### src/rtl/sync_fifo_param.sv
// Parametrised single-clock FIFO with occupancy count, programmable almost-full/almost-empty and sticky error flags.
// Define SYNC_FIFO_FWFT_EN for first-word fall-through reads; the default build has one cycle of read latency.
module sync_fifo_param #(
   parameter int WIDTH     = 8,
   parameter int DEPTH     = 16,
   parameter int AF_THRESH = DEPTH - 2,
   parameter int AE_THRESH = 2
) (
   input  logic                     clk,
   input  logic                     rst,
   input  logic                     wr,
   input  logic [WIDTH-1:0]         d_in,
   input  logic                     rd,
   output logic [WIDTH-1:0]         d_out,
   output logic                     full,
   output logic                     emp,
   output logic                     a_full,
   output logic                     a_emp,
   output logic [$clog2(DEPTH):0]   count,
   output logic                     ovf,
   output logic                     udf
);

   localparam int AW = $clog2(DEPTH);
   localparam int CW = AW + 1;
   localparam logic [CW-1:0] DEPTH_C = CW'(DEPTH);
   localparam logic [CW-1:0] AF_C    = CW'(AF_THRESH);
   localparam logic [CW-1:0] AE_C    = CW'(AE_THRESH);

   logic [WIDTH-1:0] mem [DEPTH];
   logic [AW-1:0]    wr_ptr;
   logic [AW-1:0]    rd_ptr;
   logic [AW-1:0]    rd_ptr_inc;
   logic             wr_ok;
   logic             rd_ok;
   logic [CW-1:0]    count_nxt;

   // A write into a full FIFO is still accepted when a read frees a slot in the same cycle.
   always_comb begin
      wr_ok      = wr & (~full | rd);
      rd_ok      = rd & ~emp;
      rd_ptr_inc = rd_ptr + 1'b1;
      count_nxt  = count + CW'(wr_ok) - CW'(rd_ok);
   end

   // NOTE: storage has no reset; the pointers and count alone define which entries are valid.
   always_ff @(posedge clk) begin
      if (!rst && wr_ok)
         mem[wr_ptr] <= d_in;
   end

   // NOTE: all state uses non-blocking assignments so every update sees the pre-edge values.
   always_ff @(posedge clk) begin
      if (rst) begin
         wr_ptr <= '0;
         rd_ptr <= '0;
         count  <= '0;
         d_out  <= '0;
         full   <= 1'b0;
         emp    <= 1'b1;
         a_full <= 1'b0;
         a_emp  <= 1'b1;
         ovf    <= 1'b0;
         udf    <= 1'b0;
      end else begin
         if (wr_ok)
            wr_ptr <= wr_ptr + 1'b1;
         if (rd_ok)
            rd_ptr <= rd_ptr_inc;

         count  <= count_nxt;
         full   <= (count_nxt == DEPTH_C);
         emp    <= (count_nxt == '0);
         a_full <= (count_nxt >= AF_C);
         a_emp  <= (count_nxt <= AE_C);
         ovf    <= ovf | (wr & ~wr_ok);
         udf    <= udf | (rd & emp);

`ifdef SYNC_FIFO_FWFT_EN
         // d_out mirrors the head: refill from the next slot, or from d_in when the written word becomes the head.
         if (rd_ok) begin
            if (count >= CW'(2))
               d_out <= mem[rd_ptr_inc];
            else if (wr_ok)
               d_out <= d_in;
         end else if (wr_ok && emp) begin
            d_out <= d_in;
         end
`else
         if (rd_ok)
            d_out <= mem[rd_ptr];
`endif
      end
   end

endmodule

### config.mk
export PLATFORM = sky130hd
export DESIGN_NAME = sync_fifo_param
export DESIGN_NICKNAME = d
export VERILOG_FILES = /design/src/rtl/sync_fifo_param.sv
export SDC_FILE = /design/constraint.sdc
export NUM_CORES = 1
export LEC_CHECK = 0
export BUFFER_PORTS_ARGS = -buffer_cell sky130_fd_sc_hd__buf_2
export CAP_MARGIN = 10
export CORE_ASPECT_RATIO = 1.2
export CORE_MARGIN = 2
export CORE_UTILIZATION = 57
export CTS_BUF_LIST = sky130_fd_sc_hd__clkbuf_2 sky130_fd_sc_hd__clkbuf_4 sky130_fd_sc_hd__clkbuf_8
export DETAILED_ROUTE_END_ITERATION = 6
export GPL_TIMING_DRIVEN = 0
export PLACE_DENSITY = 0.87
export SYNTH_ARGS = -nofsm -noshare
export SYNTH_HDL_FRONTEND = slang
export SYNTH_SLANG_ARGS = --single-unit
### constraint.sdc
create_clock -name clk -period 2.2 [get_ports clk]
set_input_delay 0.22 -clock clk [delete_from_list [all_inputs] [get_ports clk]]
set_output_delay 0.22 -clock clk [all_outputs]
set_load 0.01 [all_outputs]
==> summary.txt, run 1 <==
STA
  • Hold WS: just over 0.08 ns
  • Slew margin rel.: between 50% and 60%
  • Final period utilization: 99.1%
  • Minimum clock period: 2.18 ns
  • Max Freq: 459 MHz
  • Final max-slew violation count: 0
  • Worst Skew: 0.0113 ns
  • RSZ-0062 raised after global routing: true
  • Tightest Pin Transition: ~0.69 ns
  • Hold Vio Cnt, Final: 0
  • Final setup viols: 0

Setup path
  • Crit path kind: reg -> reg
  • R2r setup slk: between 0.015 and 0.02 ns
  • Required time of the critical path: 2.53 ns
  • Worst-path fanout max: 5
  • Crit-path leading delay family: adder cells
  • Worst setup SP type: flip-flop
  • Worst-path cell chain: nand2b_4, nand2_4, ha_4, inv_2, ha_4, fa_2, buf_4, xnor2_4, nand2_1, nor4b_2
  • Worst Path Buf+Inv: 2
  • Worst path max stage delay: 0.36 ns
  • Cell mode on critical path: ha_4
  • Crit path capture type: flip-flop
  • CP max-delay cell: fa_2
  • CP Data Arrival Time: between 2 and 3 ns

Logic synthesis
  • Mapped Area: about 6100 um2
  • Number of synthesized flops with an enable pin: around 130
  • Synth cell types: 34
  • Ys async rst share: 0%
  • Synth Instances: 353
  • Syn Nets: roughly 380
  • Ys Warns: 0
  • Post-synthesis sequential area ratio: a little under three quarters
  • Main flop type after synthesis: edfxtp_1
  • Seq cells post-synth: 155
  • Avg Synthesized Cell Area: ~17 um2

Power and ir drop
  • Comb pwr share: between 20% and 30%
  • Leak: approximately 2.3 nW
  • Switching power share of the total: between 20% and 30%
  • Tot Pwr: 7.08 mW
  • Net switching power: roughly 1.9 mW
  • Max VDD drop: 625 uV
  • Clock share of power: 29.9%
  • Sequential share of power: 48.2%
  • Power Internal: 5.16 mW
  • Power per cell area: between 1000 and 1500 nW/um2

Clocking
  • Clock buffer depth: 2
  • Skew-Pair Late Insertion Delay: 0.43 ns
  • TritonCTS clock tree: yes
  • Root buffer cell: clkbuf_8
  • H-tree depth: 4
  • Clk pin slew, worst setup/hold paths: around 0.080 ns
  • TritonCTS Buffers: 17
  • Post-cts hold buffer count: 0
  • Clk sinks: between 150 and 200

Drt
  • Via density: around 6.1
  • DRT Pass-1 Iters: 5
  • Routed WL per cell: approximately 23 um
  • Remaining antenna violation count: 0
  • Vias after detailed routing: 3328
  • Post-Route WL: roughly 13000 um
  • DRC violations left: 0
  • DRT iter0 DRCs: between 200 and 300

Finish
  • Post-Layout Cell Count: 549
  • Layout cell share with drive strength beyond 1: about a quarter
  • Nets: 430
  • Cell area after layout: 6970 um2
  • Layout area overhead: 14.1%
  • Antenna diodes: 0

Global route
  • Vias in the first global route: between 3000 and 4000
  • Gr usage total: 21.9%
  • First-pass GRT wire length: around 18000 um
  • Initial antenna violation count: 0
  • Grt ovf: 0
  • Pin count of the biggest net entering global routing: 17

Min path
  • Hold Crit Class: in -> reg

Floorplanning
  • Floorplan core area: around 10000 um2
  • Die height: around 120 um
  • Starting density of the core: slightly below 60%
  • IO Count: 31
  • Chip Width: 98.5 um
  • Die area: 11600 um2
  • Num rows: roughly 40

Placement
  • Detailed-placement wirelength estimate: around 8000 um
  • DP Area: ~6400 um2
  • Placed Cells: approximately 510
  • Placer Congestion: roughly 0.84
  • Port bufs: 30

Run
  • Max_cap viols: 0

Outcome
  • Status: complete, no violations
-- registers in the layout, summed over array words and instances, names as in the netlist --
name,cells
emp,1
wr_ptr,4
rd_ptr,4
a_emp,1
udf,1
full,1
ovf,1
count,5
mem,128
a_full,1
d_out,8
-- Yosys cell counts (6+ instances only) --
cell | n | area (um2)
mux4_2 | 18 | 405
o21ai_1 | 8 | 40.0
ha_1 | 10 | 125
clkbuf_1 | 7 | 26.3
inv_1 | 8 | 30.0
a32oi_1 | 7 | 61.3
a22oi_1 | 15 | 113
edfxtp_1 | 128 | 3840
xor2_1 | 6 | 52.6
nor2_1 | 15 | 56.3
mux2i_1 | 37 | 370
dfxtp_1 | 27 | 541
and2_1 | 17 | 106
-- logic make-up (layout without fill, tap and decap cells) --
logic type,after synthesis,after routing,synth area share [%]
and+or+nand+nor,56,56,5.08
AOI/OAI and AO/OA,40,40,4.61
muxes,56,56,12.9
adders and majority gates,11,11,2.38
xor gates and xnor gates,10,10,1.43
DFF,155,155,71.8
buffers and inverters,25,92,1.82
-- worst paths after layout --
path,cells past startpoint,endpoint,startpoint
max,10,full,full
min reg2reg,2,ovf,ovf
max reg2reg,10,full,full
min,3,udf,rd
-- stage by stage --
step                      util (%)  worst slack [ns]  setup TNS [ns]
after detailed placement      61.5            -0.280           -1.31
after CTS                     66.0            0.0111               0
after global routing          66.6            -0.104          -0.167
after floorplan                  -            0.0152               0
after global placement        61.5            -0.190          -0.721
final                         66.6            0.0197               0
-- worst min-delay path, stage by stage --
cell,delay (ns)
buf_2,0.12
a21oi_1,0.07
nor2_1,0.07
-- routing by layer --
| layer | track usage, % | up-vias | share of wire, % |
|---|---|---|---|
| met2 | 37.3 | 134 | 55 |
| met1 | 26.3 | 1687 | 38 |
| met4 | 10.5 | 0 | 2.4 |
| li1 | - | 1484 | - |
| met5 | 0 | - | 0 |
| met3 | 4.95 | 23 | 5.3 |
-- placed cells by master, fill, tap and decap left out, types with 9 or more instances in the layout --
cell type	netlist	layout
clkbuf_8	0	20
buf_4	3	9
a22oi_1	15	15
and2_1	17	17
mux2i_1	37	37
nor2_1	15	15
dfxtp_1	27	25
edfxtp_1	128	128
buf_2	5	35
mux4_2	18	18
-- timing repair --
item | 4_1_cts | 5_1_grt
setup endpoints to repair | 6 | 60
gates resized for setup | 6 | 9
pin swaps | 6 | 7
setup buffers | 4 | 2
-- layout make-up --
class | count | area, um2
Fill cell | 683 | 3500
Clock inverter | 7 | 88.8
Buffer | 16 | 77.6
Multi-Input combinational cell | 173 | 1710
Tap cell | 129 | 161
Sequential cell | 155 | 4390
Clock buffer | 25 | 313
Timing Repair Buffer | 36 | 195
Inverter | 8 | 30.0
-- power groups by stage --
stage / Clock [mW] / Combinational (mW) / Sequential, mW
4_1_cts: 2.10 / 1.41 / 3.40
3_5_place_dp: 0 / 1.32 / 3.46
6_report: 2.12 / 1.56 / 3.41
3_3_place_gp: 0 / 1.24 / 3.45
5_1_grt: 2.23 / 1.67 / 3.42
2_1_floorplan: 0 / 0.882 / 3.50
No activity file was read; power rests on OpenSTA's default activity.
==> inputs of run 2 (changes only) <==
--- a/config.mk
+++ b/config.mk
@@ -7,13 +7,13 @@
 export LEC_CHECK = 0
 export BUFFER_PORTS_ARGS = -buffer_cell sky130_fd_sc_hd__buf_2
 export CAP_MARGIN = 10
-export CORE_ASPECT_RATIO = 1.2
+export CORE_ASPECT_RATIO = 0.9
 export CORE_MARGIN = 2
-export CORE_UTILIZATION = 57
+export CORE_UTILIZATION = 55
 export CTS_BUF_LIST = sky130_fd_sc_hd__clkbuf_2 sky130_fd_sc_hd__clkbuf_4 sky130_fd_sc_hd__clkbuf_8
 export DETAILED_ROUTE_END_ITERATION = 6
 export GPL_TIMING_DRIVEN = 0
-export PLACE_DENSITY = 0.87
+export PLACE_DENSITY = 0.85
 export SYNTH_ARGS = -nofsm -noshare
 export SYNTH_HDL_FRONTEND = slang
 export SYNTH_SLANG_ARGS = --single-unit
==> summary.txt, run 2 (same netlist as run 1, synthesis figures left out) <==
Drt
  • Vias after detailed routing: 3254
  • Post-Route WL: ~12000 um
  • Via density: a little under 6
  • Metal3 WL: ~950 um
  • DRT iter0 DRCs: roughly 250
  • Wire length on met2: 5810 um
  • Routed WL per cell: between 20 and 25 um
  • DRC violations left: 0
  • DRT Pass-1 Iters: 4
  • M1 WL: between 4000 and 5000 um
  • DR top layer: met4
  • Remaining antenna violation count: 0

Floorplanning
  • Chip Width: 115 um
  • Starting density of the core: between 50% and 60%
  • Die area: approximately 12000 um2
  • Die height: between 100 and 150 um
  • IO Count: 31
  • Num rows: 36
  • Floorplan core area: approximately 11000 um2

Finish
  • Reg with most FFs: mem
  • Max reg flops: roughly 130
  • Post-Layout Cell Count: 554
  • Cell area after layout: between 6000 and 7000 um2
  • Antenna diodes: 0
  • Commonest non-fill, non-tap cell in the layout: edfxtp_1
  • Top Registers: mem x128, d_out x8, count x5
  • Layout cell share with drive strength beyond 1: 25.9%
  • Nets: ~430
  • Layout area overhead: 14.2%
  • Most frequent cells in the layout: 128 x edfxtp_1, 37 x mux2i_1, 35 x buf_2, 25 x dfxtp_1

STA
  • Worst Skew: between 0.01 and 0.015 ns
  • Slew margin rel.: between 40% and 50%
  • Final period utilization: around 97%
  • Setup WS post-layout: 0.0704 ns
  • RSZ-0062 raised after global routing: true
  • Tightest Pin Transition: 0.866 ns
  • Final setup viols: 0
  • Hold Vio Cnt, Final: 0
  • Minimum clock period: 2.13 ns
  • Final max-slew violation count: 0
  • Max Freq: 470 MHz
  • TNS Setup: 0 ns

Placement
  • Pre-CTS WS: -0.225 ns
  • DP Area: ~6400 um2
  • Placer Congestion: 0.808
  • Placed Cells: between 500 and 600
  • Detailed-placement wirelength estimate: approximately 7500 um
  • Port bufs: 30

Global route
  • Pin count of the biggest net entering global routing: 17
  • Grt ovf: 0
  • First-pass GRT wire length: between 15000 and 20000 um
  • Gr usage total: roughly a fifth
  • Vias in the first global route: ~3300
  • Initial antenna violation count: 0

Setup path
  • Crit path kind: reg -> reg
  • Worst-path fanout max: 5
  • CP Data Arrival Time: 2.47 ns
  • Crit path capture type: flip-flop
  • Required time of the critical path: about 2.5 ns
  • Worst setup SP type: flip-flop

Clocking
  • Post-cts hold buffer count: 0
  • TritonCTS Buffers: 17
  • H-tree depth: 4
  • Clk sinks: between 150 and 200
  • TritonCTS clock tree: yes
  • Skew-Pair Late Insertion Delay: ~0.45 ns
  • Clock buffer depth: 2
  • Clk pin slew, worst setup/hold paths: 0.09 ns
  • Root buffer cell: clkbuf_8

Outcome
  • Status: complete, no violations

Run
  • Max_cap viols: 0

Power and ir drop
  • Power per cell area: 1010 nW/um2
  • Max VDD drop: a little over 800 uV
  • Leak: about 2.3 nW

Min path
  • Hold Crit Class: in -> reg
## run 2: cell types whose count changed in the layout (fill, tap and decap cells not counted), moves of 2 or more
cell,change
clkbuf_4,-3
nor4b_2,-2
clkinvlp_4,+2
clkbuf_8,-2
nor4b_1,+2
## run 2: final cells by class
class	count	area [um2]
Buffer	16	77.6
Clock buffer	20	263
Clock inverter	12	146
Fill cell	726	3840
Inverter	8	30.0
Multi-Input combinational cell	173	1700
Sequential cell	155	4390
Tap cell	133	166
Timing Repair Buffer	37	203
## run 2: worst paths after layout
kind	startpoint	endpoint	slack (ns)	depth (start not counted)
worst max-delay path	full	emp	0.07	10
worst min-delay path	rd	udf	0.05	3
worst max register to register	full	emp	0.07	10
worst min register to register	udf	udf	0.47	2
## run 2: repair_timing
action / CTS / global route
pin swaps: 6 / 6
buffers inserted: 4 / 3
endpoints found under the setup margin: 6 / 6
resized for setup: 4 / 8
## run 2: layer usage
| metal | global-route usage, % | up-vias |
|---|---|---|
| li1 | - | 1485 |
| met1 | 27.4 | 1635 |
| met2 | 32.9 | 120 |
| met3 | 6.88 | 14 |
| met4 | 6.80 | 0 |
| met5 | 0 | - |
## run 2: metrics by stage
stage,total power [mW],hold WS (ns),utilization [%]
2_1_floorplan,4.38,0.303,-
3_3_place_gp,4.70,0.444,59.6
3_5_place_dp,4.76,0.449,59.6
4_1_cts,6.95,0.0222,63.9
5_1_grt,7.35,0.0338,64.5
6_report,7.05,0.0481,64.5
## run 2: worst max-delay path: stages (launching register included)
cell and delay, ns:
dfxtp_2 0.35, nand2b_4 0.09, nand2_4 0.06, ha_4 0.26, inv_2 0.04, ha_4 0.16, fa_2 0.35, a21o_1 0.17
a21oi_2 0.16, xnor2_2 0.13, a41o_1 0.27
## run 2: power breakdown
group | internal [mW] | switching (mW)
sequential | 3.32 | 0.0847
combinational | 0.683 | 0.807
clock | 1.17 | 0.986
total | 5.17 | 1.88
==> inputs of run 3 (changes only) <==
--- a/config.mk
+++ b/config.mk
@@ -13,7 +13,7 @@
 export CTS_BUF_LIST = sky130_fd_sc_hd__clkbuf_2 sky130_fd_sc_hd__clkbuf_4 sky130_fd_sc_hd__clkbuf_8
 export DETAILED_ROUTE_END_ITERATION = 6
 export GPL_TIMING_DRIVEN = 0
-export PLACE_DENSITY = 0.85
+export PLACE_DENSITY = 0.76
 export SYNTH_ARGS = -nofsm -noshare
 export SYNTH_HDL_FRONTEND = slang
 export SYNTH_SLANG_ARGS = --single-unit
==> summary.txt, run 3 (same netlist as run 1, synthesis figures left out) <==
Setup path
  • Cell mode on critical path: ha_4
  • Worst-path fanout max: 5
  • Worst setup SP type: flip-flop
  • Crit path kind: reg -> reg
  • Worst path max stage delay: around 0.35 ns
  • CP max-delay cell: fa_2
  • R2r setup slk: approximately 0.044 ns
  • Crit-path leading delay family: adder cells
  • Worst-path cell chain: nand2b_4, nand2_4, ha_4, inv_2, ha_4, fa_2, a21o_1, a21oi_2, xnor2_2, a41o_1
  • Worst Path Buf+Inv: 1
  • Crit path capture type: flip-flop
  • CP Data Arrival Time: 2.48 ns
  • Required time of the critical path: around 2.5 ns

Power and ir drop
  • Clock share of power: 30.2%
  • Sequential share of power: roughly 48%
  • Net switching power: between 1.5 and 2 mW
  • Comb pwr share: 22.2%
  • Max VDD drop: around 700 uV
  • Switching power share of the total: 27.0%
  • Power per cell area: around 1000 nW/um2
  • Power Internal: 5.21 mW
  • Leak: between 2 and 2.5 nW

Clocking
  • Root buffer cell: clkbuf_8
  • TritonCTS clock tree: yes
  • TritonCTS Buffers: 17
  • Clock buffer depth: 2
  • H-tree depth: 4
  • Clk pin slew, worst setup/hold paths: around 0.08 ns
  • Clk sinks: roughly 160
  • Post-cts hold buffer count: 0
  • Skew-Pair Late Insertion Delay: 0.44 ns

Floorplanning
  • Die area: between 10000 and 15000 um2
  • Chip Width: around 120 um
  • Die height: a little over 100 um
  • Starting density of the core: 56.5%
  • Num rows: 36
  • Floorplan core area: approximately 11000 um2
  • IO Count: 31

Global route
  • Pin count of the biggest net entering global routing: 17
  • Grt ovf: 0
  • Vias in the first global route: between 3000 and 4000
  • Initial antenna violation count: 0
  • First-pass GRT wire length: roughly 18000 um
  • Gr usage total: between 20% and 30%

STA
  • Worst Skew: roughly 0.011 ns
  • Final max-slew violation count: 0
  • Max Freq: roughly 460 MHz
  • Minimum clock period: roughly 2.2 ns
  • RSZ-0062 raised after global routing: true
  • Hold Vio Cnt, Final: 0
  • Slew margin rel.: between 40% and 50%
  • Final setup viols: 0
  • Tightest Pin Transition: 0.816 ns
  • Final period utilization: between 90% and 100%

Finish
  • Layout cell share with drive strength beyond 1: roughly a quarter
  • Layout area overhead: 14.3%
  • Util after Layout: between 60% and 70%
  • Post-Layout Cell Count: about 560
  • Commonest non-fill, non-tap cell in the layout: edfxtp_1
  • Antenna diodes: 0
  • Nets: about 430
  • Most frequent cells in the layout: 128 x edfxtp_1, 37 x mux2i_1, 35 x buf_2, 25 x dfxtp_1, 18 x mux4_2
  • Reg with most FFs: mem
  • Max reg flops: 128
  • Top Registers: mem x128, d_out x8, count x5

Drt
  • Vias after detailed routing: between 3000 and 4000
  • Routed WL per cell: ~22 um
  • DRT Pass-1 Iters: 7
  • DRC violations left: 0
  • DR top layer: met4
  • Metal3 WL: around 770 um
  • Via density: approximately 6
  • Post-Route WL: 12000 um
  • M1 WL: 4920 um
  • Wire length on met2: 6150 um
  • Remaining antenna violation count: 0
  • DRT iter0 DRCs: approximately 170

Placement
  • Detailed-placement wirelength estimate: roughly 7500 um
  • Placed Cells: around 520
  • Placer Congestion: 0.802
  • Port bufs: 30

Outcome
  • Status: complete, no violations

Run
  • Max_cap viols: 0

Min path
  • Hold Crit Class: in -> reg
## run 3: changes by cell type in the layout (fill, tap and decap cells not counted), sizes merged
cell,before,now
clkbuf,26,25
clkinvlp,2,3
buf,47,49
## run 3: per-stage QoR
step	hold WS [ns]	setup TNS (ns)	power (mW)	instance area (um2)	worst slack, ns
4_1_cts	0.0399	0	6.97	6910	0.0177
6_report	0.0683	0	7.14	6980	0.0442
5_1_grt	0.0806	-0.0716	7.43	6980	-0.0376
3_5_place_dp	0.455	-1.03	4.77	6440	-0.275
2_1_floorplan	0.303	0	4.38	6130	0.0152
3_3_place_gp	0.443	-0.755	4.72	6440	-0.200
## run 3: path summary, 6_finish.rpt
kind,startpoint,to,cells past startpoint
min reg2reg,udf,udf,2
max reg2reg,full,emp,10
max,full,emp,10
min,rd,udf,3
## run 3: cell type report
cell class                 instances  area (um2)
buffer                            16        77.6
clock buffer                      19         249
clock inverter                    13         150
fill                             766        3830
inverter                           8        30.0
multi-input combinational        173        1700
sequential                       155        4390
tap                              133         166
timing repair buffer              39         218
## run 3: tightest hold or removal path: stages
cell	delay, ns
buf_2	0.12
a21oi_1	0.06
nor2_1	0.07
## run 3: layer usage
layer / vias up / GRT usage (%)
li1: 1483 / -
met1: 1671 / 28.4
met2: 90 / 33.3
met3: 9 / 4.66
met4: 0 / 10.8
met5: - / 0
## run 3: what timing repair did
item	in CTS	in global routing
endpoints found under the setup margin	5	3
pin swaps	5	7
gates resized for setup	6	7
setup buffers	5	4
## run 3: power by group through the flow
stage / sequential, mW / clock, mW / combinational, mW
global route: 3.41 / 2.28 / 1.73
CTS: 3.39 / 2.17 / 1.40
global placement: 3.45 / 0 / 1.27
floorplan: 3.50 / 0 / 0.882
finish: 3.40 / 2.16 / 1.59
detailed placement: 3.46 / 0 / 1.31
